$ cat src/rtl/ternary_pkg.sv
// Shared constants and types for the ternary matrix-vector front-end.
// Holds the weight encoding, derived geometry and the pair-collection phase type.
package ternary_pkg;

  localparam int unsigned IN_LEN    = 16;
  localparam int unsigned OUT_LEN   = 8;
  localparam int unsigned BIT_WIDTH = 8;

  localparam int unsigned NROWS   = IN_LEN / 2;
  localparam int unsigned ROW_W   = $clog2(NROWS);
  localparam int unsigned WBITS   = 2 * IN_LEN * OUT_LEN;
  localparam int unsigned NBYTES  = WBITS / 8;
  localparam int unsigned ADDR_W  = $clog2(NBYTES);
  localparam int unsigned SLICE_W = 4 * OUT_LEN;
  localparam int unsigned PAIR_W  = 2 * BIT_WIDTH;

  // Ternary weight codes (2'b10 also decodes as zero)
  localparam logic [1:0] TERN_POS  = 2'b01;
  localparam logic [1:0] TERN_NEG  = 2'b11;
  localparam logic [1:0] TERN_ZERO = 2'b00;

  // Which element of an activation pair the next RUN byte fills
  typedef enum logic {
    PH_HIGH = 1'b0,
    PH_LOW  = 1'b1
  } phase_e;

endpackage

$ cat src/rtl/ternary_vec_sequencer_if.sv
// Pin-side and multiplier-side signal bundle of the ternary vector sequencer.
//   load_mode/in_valid/data_in : byte stream into the sequencer
//   vec_pair/row/w_slice       : operands presented to the multiplier
//   mult_en/frame_done         : operand-valid and last-row strobes
//   weights_ready              : full weight set present
// master drives the byte stream, slave is the sequencer.
interface ternary_vec_sequencer_if;
  import ternary_pkg::*;

  logic                 load_mode;
  logic                 in_valid;
  logic [BIT_WIDTH-1:0] data_in;
  logic [PAIR_W-1:0]    vec_pair;
  logic [ROW_W-1:0]     row;
  logic [SLICE_W-1:0]   w_slice;
  logic                 mult_en;
  logic                 frame_done;
  logic                 weights_ready;

  modport master (
    output load_mode, in_valid, data_in,
    input  vec_pair, row, w_slice, mult_en, frame_done, weights_ready
  );

  modport slave (
    input  load_mode, in_valid, data_in,
    output vec_pair, row, w_slice, mult_en, frame_done, weights_ready
  );

endinterface

$ cat src/rtl/ternary_weight_bank.sv
// Ternary weight register file: byte-wide write port, registered row-wide read port.
//   clk, rst_n : clock, async active-low reset (clears storage and read register)
//   we_i/waddr_i/wdata_i : byte write, byte k lands in bits [8k+7:8k]
//   re_i/raddr_i         : row read request, rdata_o updates only when re_i is high
//   rdata_o              : 32-bit row slice, held between reads
module ternary_weight_bank
  import ternary_pkg::*;
(
  input  logic                 clk,
  input  logic                 rst_n,
  input  logic                 we_i,
  input  logic [ADDR_W-1:0]    waddr_i,
  input  logic [7:0]           wdata_i,
  input  logic                 re_i,
  input  logic [ROW_W-1:0]     raddr_i,
  output logic [SLICE_W-1:0]   rdata_o
);

  logic [WBITS-1:0]   mem_q;
  logic [SLICE_W-1:0] rdata_q;

  // Storage
  always_ff @(posedge clk or negedge rst_n) begin
    if (!rst_n) begin
      mem_q <= '0;
    end else if (we_i) begin
      mem_q[{waddr_i, 3'b000} +: 8] <= wdata_i;
    end
  end

  // Row read register; holds its value between read requests
  always_ff @(posedge clk or negedge rst_n) begin
    if (!rst_n) begin
      rdata_q <= '0;
    end else if (re_i) begin
      rdata_q <= mem_q[{raddr_i, 5'b00000} +: SLICE_W];
    end
  end

  assign rdata_o = rdata_q;

endmodule

$ cat src/rtl/ternary_vec_sequencer.sv
// Front-end of the ternary matrix-vector multiplier.
// LOAD mode deserialises bytes into the weight bank; RUN mode pairs activation
// bytes and presents {vec_pair, row, w_slice} with a one-cycle mult_en strobe.
//   clk, rst_n : clock, async active-low reset
//   bus        : slave side of ternary_vec_sequencer_if
module ternary_vec_sequencer
  import ternary_pkg::*;
(
  input logic                    clk,
  input logic                    rst_n,
  ternary_vec_sequencer_if.slave bus
);

  phase_e               phase_q,      phase_d;
  logic [ROW_W-1:0]     row_cnt_q,    row_cnt_d;
  logic [BIT_WIDTH-1:0] high_q,       high_d;
  logic [ADDR_W-1:0]    wptr_q,       wptr_d;
  logic                 ready_q,      ready_d;
  logic [PAIR_W-1:0]    vec_pair_q,   vec_pair_d;
  logic [ROW_W-1:0]     row_q,        row_d;
  logic                 mult_en_q,    mult_en_d;
  logic                 frame_done_q, frame_done_d;
  logic                 bank_we;
  logic                 bank_re;
  logic [SLICE_W-1:0]   bank_rdata;

  ternary_weight_bank u_bank (
    .clk     (clk),
    .rst_n   (rst_n),
    .we_i    (bank_we),
    .waddr_i (wptr_q),
    .wdata_i (bus.data_in),
    .re_i    (bank_re),
    .raddr_i (row_cnt_q),
    .rdata_o (bank_rdata)
  );

  // State and output registers
  always_ff @(posedge clk or negedge rst_n) begin
    if (!rst_n) begin
      phase_q      <= PH_HIGH;
      row_cnt_q    <= '0;
      high_q       <= '0;
      wptr_q       <= '0;
      ready_q      <= 1'b0;
      vec_pair_q   <= '0;
      row_q        <= '0;
      mult_en_q    <= 1'b0;
      frame_done_q <= 1'b0;
    end else begin
      phase_q      <= phase_d;
      row_cnt_q    <= row_cnt_d;
      high_q       <= high_d;
      wptr_q       <= wptr_d;
      ready_q      <= ready_d;
      vec_pair_q   <= vec_pair_d;
      row_q        <= row_d;
      mult_en_q    <= mult_en_d;
      frame_done_q <= frame_done_d;
    end
  end

  // Next-state: LOAD writes the bank; RUN collects pairs and emits one row per pair.
  // Holding phase/row_cnt at zero throughout LOAD discards any half pair on a mode change.
  always_comb begin
    phase_d      = phase_q;
    row_cnt_d    = row_cnt_q;
    high_d       = high_q;
    wptr_d       = wptr_q;
    ready_d      = ready_q;
    vec_pair_d   = vec_pair_q;
    row_d        = row_q;
    mult_en_d    = 1'b0;
    frame_done_d = 1'b0;
    bank_we      = 1'b0;
    bank_re      = 1'b0;

    if (bus.load_mode) begin
      phase_d   = PH_HIGH;
      row_cnt_d = '0;
      if (bus.in_valid) begin
        bank_we = 1'b1;
        wptr_d  = wptr_q + ADDR_W'(1);
        if (wptr_q == '0) begin
          ready_d = 1'b0;
        end else if (wptr_q == ADDR_W'(NBYTES - 1)) begin
          ready_d = 1'b1;
        end
      end
    end else if (bus.in_valid && ready_q) begin
      case (phase_q)
        PH_HIGH: begin
          high_d  = bus.data_in;
          phase_d = PH_LOW;
        end
        PH_LOW: begin
          vec_pair_d   = {high_q, bus.data_in};
          row_d        = row_cnt_q;
          bank_re      = 1'b1;
          mult_en_d    = 1'b1;
          frame_done_d = (row_cnt_q == ROW_W'(NROWS - 1));
          row_cnt_d    = row_cnt_q + ROW_W'(1);
          phase_d      = PH_HIGH;
        end
        default: phase_d = PH_HIGH;
      endcase
    end
  end

  assign bus.vec_pair      = vec_pair_q;
  assign bus.row           = row_q;
  assign bus.w_slice       = bank_rdata;
  assign bus.mult_en       = mult_en_q;
  assign bus.frame_done    = frame_done_q;
  assign bus.weights_ready = ready_q;

endmodule

$ cat src/flat_wrapper.sv
// flat-port wrapper written by rule: the top's interface ports become plain ports
module ternary_vec_sequencer_flat import ternary_pkg::*;
  (clk, rst_n, bus_load_mode, bus_in_valid, bus_data_in, bus_vec_pair, bus_row, bus_w_slice, bus_mult_en, bus_frame_done, bus_weights_ready);
  ternary_vec_sequencer_if bus_i ();
  input logic clk;
  input logic rst_n;
  input wire logic [$bits(bus_i.load_mode)-1:0] bus_load_mode;
  input wire logic [$bits(bus_i.in_valid)-1:0] bus_in_valid;
  input wire logic [$bits(bus_i.data_in)-1:0] bus_data_in;
  output wire logic [$bits(bus_i.vec_pair)-1:0] bus_vec_pair;
  output wire logic [$bits(bus_i.row)-1:0] bus_row;
  output wire logic [$bits(bus_i.w_slice)-1:0] bus_w_slice;
  output wire logic [$bits(bus_i.mult_en)-1:0] bus_mult_en;
  output wire logic [$bits(bus_i.frame_done)-1:0] bus_frame_done;
  output wire logic [$bits(bus_i.weights_ready)-1:0] bus_weights_ready;
  assign bus_i.load_mode = bus_load_mode;
  assign bus_i.in_valid = bus_in_valid;
  assign bus_i.data_in = bus_data_in;
  assign bus_vec_pair = bus_i.vec_pair;
  assign bus_row = bus_i.row;
  assign bus_w_slice = bus_i.w_slice;
  assign bus_mult_en = bus_i.mult_en;
  assign bus_frame_done = bus_i.frame_done;
  assign bus_weights_ready = bus_i.weights_ready;
  ternary_vec_sequencer u_core (.clk(clk), .rst_n(rst_n), .bus(bus_i));
endmodule
$ cat config.mk
export PLATFORM = sky130hd
export DESIGN_NAME = ternary_vec_sequencer_flat
export DESIGN_NICKNAME = d
export VERILOG_FILES = /design/src/rtl/ternary_pkg.sv /design/src/rtl/ternary_vec_sequencer_if.sv /design/src/rtl/ternary_weight_bank.sv /design/src/rtl/ternary_vec_sequencer.sv /design/src/flat_wrapper.sv
export SDC_FILE = /design/constraint.sdc
export NUM_CORES = 1
export LEC_CHECK = 0
export CAP_MARGIN = 20
export CORE_ASPECT_RATIO = 1.75
export CORE_MARGIN = 3
export CORE_UTILIZATION = 31
export CTS_BUF_LIST = sky130_fd_sc_hd__clkbuf_2
export DETAILED_ROUTE_END_ITERATION = 8
export PLACE_DENSITY = 0.57
export REMOVE_ABC_BUFFERS = 1
export SLEW_MARGIN = 20
export SYNTH_ARGS = -nofsm -noshare
export SYNTH_HDL_FRONTEND = slang
export SYNTH_SLANG_ARGS = --single-unit
$ cat constraint.sdc
create_clock -name clk -period 4.4 [get_ports clk]
set_input_delay 0.44 -clock clk [delete_from_list [all_inputs] [get_ports clk]]
set_output_delay 0.44 -clock clk [all_outputs]
set_load 0.01 [all_outputs]
==> metrics <==
Pwr Density between 400 and 500 nW/um^2; Worst Skew 60.20 ps; placement row count between 100 and 150; Die Ht ~300 um; fillers 4778; Peak VDD IR between 0.3 and 0.4 mV; proportion of layout cells with a drive suffix above 1 between 30 and 40%; slowest stage cell, crit path nor3_2; Max Fclk 0.2789 GHz; proportion of synthesized area in mux cells approximately a quarter; dpl hpwl 25780 um; DRT Wirelength between 30000 and 40000 um; # IOs 66; fin util 35.67%; initial drt markers 410; Setup CP Type flop to flop; final setup vio count 0; total internal power about 5.2 mW; Critical Path Source Type flop; grt ovf 0; area of the multi-input gates 6813 um^2; Post-CTS Setup Inserts 0; RSZ-0062 raised after global routing no; Mapped Avg Cell Area 12.93 um^2; Max Root-Sink Buffers 3; Final Net Count ~1.3k; Num Clock Sinks 327; initial antenna violation count 2; CTS root buffer clkbuf_2; Post-Place Cells 1849; fin crit period 3586 ps; Psw 3.202 mW; Yosys reg bits 327; CP peak stage delay 690 ps; Core ar. 48870 um^2; Comb power frac 31.6%; Clock Latency Late Sink 920 ps; vias 10.01k; global-route wire length before repair 63200 um; CP max FO 14; commonest non-fill, non-tap cells in the layout dfrtp_1, mux2_2, nand2_1, clkbuf_2, o21ai_0; arrival time at the worst endpoint 4350 ps; Tot Pwr around 8.4 mW; Synth Area in Compound Gates 10.61%; antenna-violating nets left 0; combinational family with the most area after synthesis multiplexers; Total GRT Usage 15.45%; wire per inst 20.15 um; sequential share of the synthesized area 53.20%; Vias/cell slightly above 5; RePlAce Congestion 0.7921; Synth Instances 1190; XOR/XNOR Fraction of Synth Area less than 1%; Synth Area in Simple Gates 5.824%; Worst Tran Pin Value between 900 and 1000 ps; initial core utilization between 30% and 40%; CTS H-Tree Depth 3; most common cell after layout, fill and taps aside dfrtp_1; Max Cap Viol 0; Placed Area 16790 um^2; sw frac 38.14%; number of synthesized flops with an enable pin 0; Hold WS 181.6 ps; cell leakage power 7.644 nW; Slew Limit Fails 0; CTS clk-pin slew, worst paths 120 ps; cell area after layout between 15000 and 20000 um^2; sequential fraction of design power 46.2%; die area 52430 um^2; setup ws final 813.9 ps; total CTS buffers 75; largest net degree at the start of global routing 120; prevailing post-synth register cell dfrtp_1; synth warn 0; CP Cell Sequence inv_1 > ha_1 > nand2b_1 > nor2_1 > ha_1 > and3b_1 > o211ai_1 > nor3_2 > mux2_2; Syn-to-layout area delta 13.32%; Synth Area in Adders 0.6507%; Hold WC Path Type input pin to async pin; drt drc 0; Storage cell area 8189 um^2; Final Hold Viols 0; Post-Layout Cell Count a little under 2k; Synth async-reset ratio 100.0%; TritonCTS clock tree done; I/O Buffers 65; CP dominant cell by count ha_1; Synth Cell Area around 15000 um^2; post-placement setup slack between 800 and 900 ps; clock power share between 20 and 25%; Worst EP required 5170 ps; vias in the first global route 10.89k; Rel. slew slack between 30% and 40%; crit end category flop; chip width 174.4 um; total iterations of the first detailed-routing run 9; Final period util slightly above 80%; status complete, no violations; Synth cell types 45; setup tns final 0 ps
synthesized netlist by cell type (2+ instances only):
cell type	instances	area (um^2)
a211o_1	2	17.52
clkbuf_1	62	232.7
xnor2_1	3	26.28
nor2b_1	2	12.51
buf_4	2	15.01
a21o_1	4	30.03
nor2_1	10	37.54
inv_1	7	26.28
nor3b_1	10	75.07
nand2_1	125	469.2
o21ai_0	96	480.5
mux2i_1	35	350.3
mux2_4	8	120.1
o31ai_1	64	480.5
ha_1	8	100.1
mux2_2	193	2173
o211ai_2	6	75.07
and3_1	2	12.51
a21oi_1	65	325.3
xor2_1	3	26.28
nand2b_1	2	12.51
nand3_1	6	30.03
buf_6	2	22.52
nor2_2	4	25.02
buf_1	11	41.29
mux4_2	64	1441
and3b_1	4	35.03
nor3_2	3	30.03
nor3_1	2	10.01
buf_2	19	95.09
and2_1	17	106.4
dfrtp_1	327	8183
a21oi_4	9	146.4
o211ai_1	2	15.01
final cells by class:
cell class | instances | area share, %
Sequential cell | 327 | 46.98
Multi-Input combinational cell | 760 | 39.08
Timing Repair Buffer | 102 | 5.512
Tap cell | 654 | 4.694
Clock buffer | 109 | 3.129
Clock inverter | 19 | 0.4235
Inverter | 7 | 0.1507
Antenna cell | 2 | 0.02871
worst paths after layout:
check / cells after the start / endpoint / startpoint / slack, ps
worst max-delay path: 9 / u_core.u_bank.mem_q[199]$_DFFE_PN0P_ / u_core.wptr_q[0]$_DFFE_PN0P_ / 810
min in group clk: 4 / u_core.bus.vec_pair[3]$_DFFE_PN0P_ / bus_data_in[3] / 340
max in group asynchronous: 3 / u_core.u_bank.mem_q[103]$_DFFE_PN0P_ / rst_n / 3130
worst min-delay path: 2 / u_core.u_bank.mem_q[90]$_DFFE_PN0P_ / rst_n / 180
worst min register to register: 2 / u_core.bus.vec_pair[8]$_DFFE_PN0P_ / u_core.high_q[0]$_DFFE_PN0P_ / 470
worst max register to register: 9 / u_core.u_bank.mem_q[199]$_DFFE_PN0P_ / u_core.wptr_q[0]$_DFFE_PN0P_ / 810
power by group through the flow:
stage / Sequential [mW] / Combinational, mW / Clock, mW
finish: 3.88 / 2.65 / 1.86
global route: 3.95 / 2.89 / 2.11
CTS: 3.88 / 2.69 / 1.97
detailed placement: 3.94 / 2.68 / 0
global placement: 3.92 / 2.64 / 0
floorplan: 3.89 / 1.61 / 0
routing by layer:
metal,vias up,part of all wire (%),global-route usage [%]
met2,239,53,27.69
met4,0,3.6,6.863
met5,-,0,0
met3,89,4.9,3.596
met1,5118,39,17.42
li1,4561,-,-
cells by family after synthesis:
kind of cell,after synthesis
compound gates,254
fa+ha+maj,8
buf+inv,103
flops,327
mux,300
simple gates,192
xor+xnor,6
what timing repair did:
item | 4_1_cts | 5_1_grt
gates resized for setup | 0 | 0
hold endpoints to repair | 114 | 0
setup endpoints to repair | 0 | 0
hold buffers | 1 | 0
state kept, by name, summed over array words and instances (netlist names):
name / cells
u_core.bus.mult_en: 1
u_core.phase_q: 1
u_core.bus.row: 3
u_core.u_bank.mem_q: 256
u_core.row_cnt_q: 3
u_core.bus.weights_ready: 1
u_core.u_bank.rdata_o: 32
u_core.high_q: 8
u_core.bus.frame_done: 1
u_core.wptr_q: 5
u_core.bus.vec_pair: 16
critical path: cells and delay by family, from the launching register on:
kind | cells | cell delay, ps
and+or+nand+nor | 4 | 1320
buffers and inverters | 1 | 140
muxes | 1 | 410
adders and majority gates | 2 | 770
AOI/OAI and AO/OA | 1 | 210
DFF | 1 | 600
Note: power is estimated with default switching activity, not from simulation.
==> RTL edit (same settings) <==
`OUT_LEN`: 8 -> 16.
--- a/src/rtl/ternary_pkg.sv
+++ b/src/rtl/ternary_pkg.sv
@@ -5,3 +5,3 @@
   localparam int unsigned IN_LEN    = 16;
-  localparam int unsigned OUT_LEN   = 8;
+  localparam int unsigned OUT_LEN   = 16;
   localparam int unsigned BIT_WIDTH = 8;
Interface: changed (resized bus_w_slice); port bits go from 66 to 98. No check against the original RTL was run, so the function may have changed too.
==> RTL edit against the unedited design <==
Global-route usage up 0.82 points. Setup slack better by 110 ps. Power up 19%. Sequential cell count up 65. Via count up 28%. Routed wire length up 28%. Area after synthesis up 23%. Final area up 25%. Clock power up 33%. Sequential share of layout area down 1.9 points. Count of clock-buffer cells in the layout up 33. Critical path type unchanged. Highest routed layer unchanged.
==> RTL edit: results (changes against the unedited design) <==
status complete, no violations; Nets 1705 (+32%); detailed-router iteration count before antenna repair 4 (-5); Worst Path Arrival 4390 ps (+40 ps); hold_sp bus_data_in[0]; via count of the first global-routing pass 13700 (+26%); register containing the most flip-flops in the final layout u_core.u_bank.mem_q; First DRT Iteration DRCs 669 (+63%); post-synthesis async set-or-reset flop share 1.00 (unchanged); depth of the worst hold-timing path 3; clock-pin transition on the worst setup and hold timing paths between 100 and 150 ps; placer's final routability congestion estimate 0.891 (+12%); slew of the pin with the lowest slew margin 1120 ps (+151 ps); number of antenna violations at the first check in global routing 2 (unchanged); max FFs per register 288 (+13%); startpoint of the most critical register-to-register path u_core.wptr_q[0]; proportion of synthesized chip area in sequential cells 0.519 (-0.0129); critical-path maximum fanout 15 (+1); global-route wire length before repair 80100 microns (+27%); reg-to-reg setup timing slack 930 ps (+110 ps); CTS Buf Count 94 (+25%); postcts setup bufs 0 (unchanged); dominant cells by area after synthesis sky130_fd_sc_hd__dfrtp_1 (52%), sky130_fd_sc_hd__mux2i_1 (12%), sky130_fd_sc_hd__mux2_2 (10%); fraction of final layout cells sized beyond drive strength 1 0.265 (-0.0737); Critical R2R Capture u_core.u_bank.mem_q[159]; leading cell types by count after synthesis sky130_fd_sc_hd__dfrtp_1 (392), sky130_fd_sc_hd__mux2i_1 (219), sky130_fd_sc_hd__nand2_1 (214); count of warnings emitted by yosys 0 (unchanged); R2R depth 7 (-2); DP Wirelength 33700 microns (+31%); clock insertion delay at the later pin of the skew report 1060 ps (+140 ps); wire per inst 20.0 microns (-0.69%); worst supply voltage drop on vdd 259 uV (-27%); number of buffers on the longest clock path 3 (unchanged); Hold Crit Class input port to flop; clock tree root buffer cell sky130_fd_sc_hd__clkbuf_2; Fin Clk Skew 67.9 ps (+7.73 ps); Post-CTS Resized 0 (unchanged); quantity of I/O buffers inserted on ports 97 (+49%); via count normalized by instance count 5.03 (-0.40%); global-route usage over all layers 0.163 (+0.00815); pin count of the biggest net entering global routing 119 (-0.83%); end point of the most critical hold path u_core.u_bank.mem_q[200]; CTS hold repair buffers 3 (+2); area post-placement 0.0208 sq mm (+24%); maximum level of the CTS H-tree 3 (unchanged); P_leak 9.10 nW (+19%); count of cell types in the netlist 49 (+8.9%); total of fill cells in the finished design 5977 (+25%); area used by sequential logic in the layout 0.00982 sq mm (+20%)
RTL edit: area by class of cell:
type,instances,share of cell area
tap,786,0.0452
clock inverter,30,0.00810
multi-input combinational,1026,0.393
antenna,5,0.000574
sequential,392,0.451
timing repair buffer,143,0.0648
inverter,30,0.00517
clock buffer,142,0.0326
RTL edit: metal layers:
metal | GRT usage | share of wire | vias to the layer above | wire length, microns
li1 | - | - | 5904 | -
met1 | 0.186 | 0.40 | 6577 | 20200
met2 | 0.295 | 0.53 | 282 | 27100
met3 | 0.0281 | 0.039 | 93 | 2000
met4 | 0.0686 | 0.034 | 0 | 1750
met5 | 0 | 0 | - | 0
RTL edit: worst max path at each step:
stage / start / endpoint / slack [ps] / depth (start not counted)
after floorplan: u_core.row_cnt_q[1] / u_core.u_bank.rdata_o[0] / -2810 / 3
after global placement: u_core.wptr_q[0] / u_core.u_bank.mem_q[159] / 1090 / 7
after detailed placement: u_core.wptr_q[0] / u_core.u_bank.mem_q[159] / 1000 / 7
after CTS: u_core.wptr_q[0] / u_core.u_bank.mem_q[159] / 950 / 7
after global routing: u_core.wptr_q[0] / u_core.u_bank.mem_q[152] / 750 / 7
final: u_core.wptr_q[0] / u_core.u_bank.mem_q[159] / 930 / 7
RTL edit: cell families (layout without fill, tap and decap cells):
family | Yosys count | after routing | share of synthesized area
muxes | 457 | 457 | 0.296
DFF | 392 | 392 | 0.519
and+or+nand+nor | 324 | 324 | 0.0791
AOI/OAI and AO/OA | 226 | 226 | 0.0673
buffers and inverters | 139 | 345 | 0.0286
xor gates and xnor gates | 13 | 13 | 0.00602
adders and majority gates | 6 | 6 | 0.00397
other | 0 | 5 | 0
RTL edit: worst max-delay path: stages (launching register included):
cell and delay, ps:
sky130_fd_sc_hd__dfrtp_1 570, sky130_fd_sc_hd__inv_1 230, sky130_fd_sc_hd__ha_1 390, sky130_fd_sc_hd__nand2b_1 160
sky130_fd_sc_hd__o32ai_1 670, sky130_fd_sc_hd__and2_1 580, sky130_fd_sc_hd__nand2_1 430, sky130_fd_sc_hd__a22o_1 300
RTL edit: stage by stage:
stage	total power (W)	hold WS [ps]	instances	setup WS (ps)
global route	0.0106	115	2554	752
global placement	0.00742	455	2372	1090
CTS	0.0101	56.7	2549	949
detailed placement	0.00753	454	2374	1000
floorplan	0.00651	144	1448	-2810
finish	0.00995	178	2554	925
RTL edit: report_power, final:
group	internal (W)	total (W)	switching, W
sequential	0.00428	0.00479	0.000517
clock	0.000980	0.00248	0.00150
combinational	0.00111	0.00268	0.00157
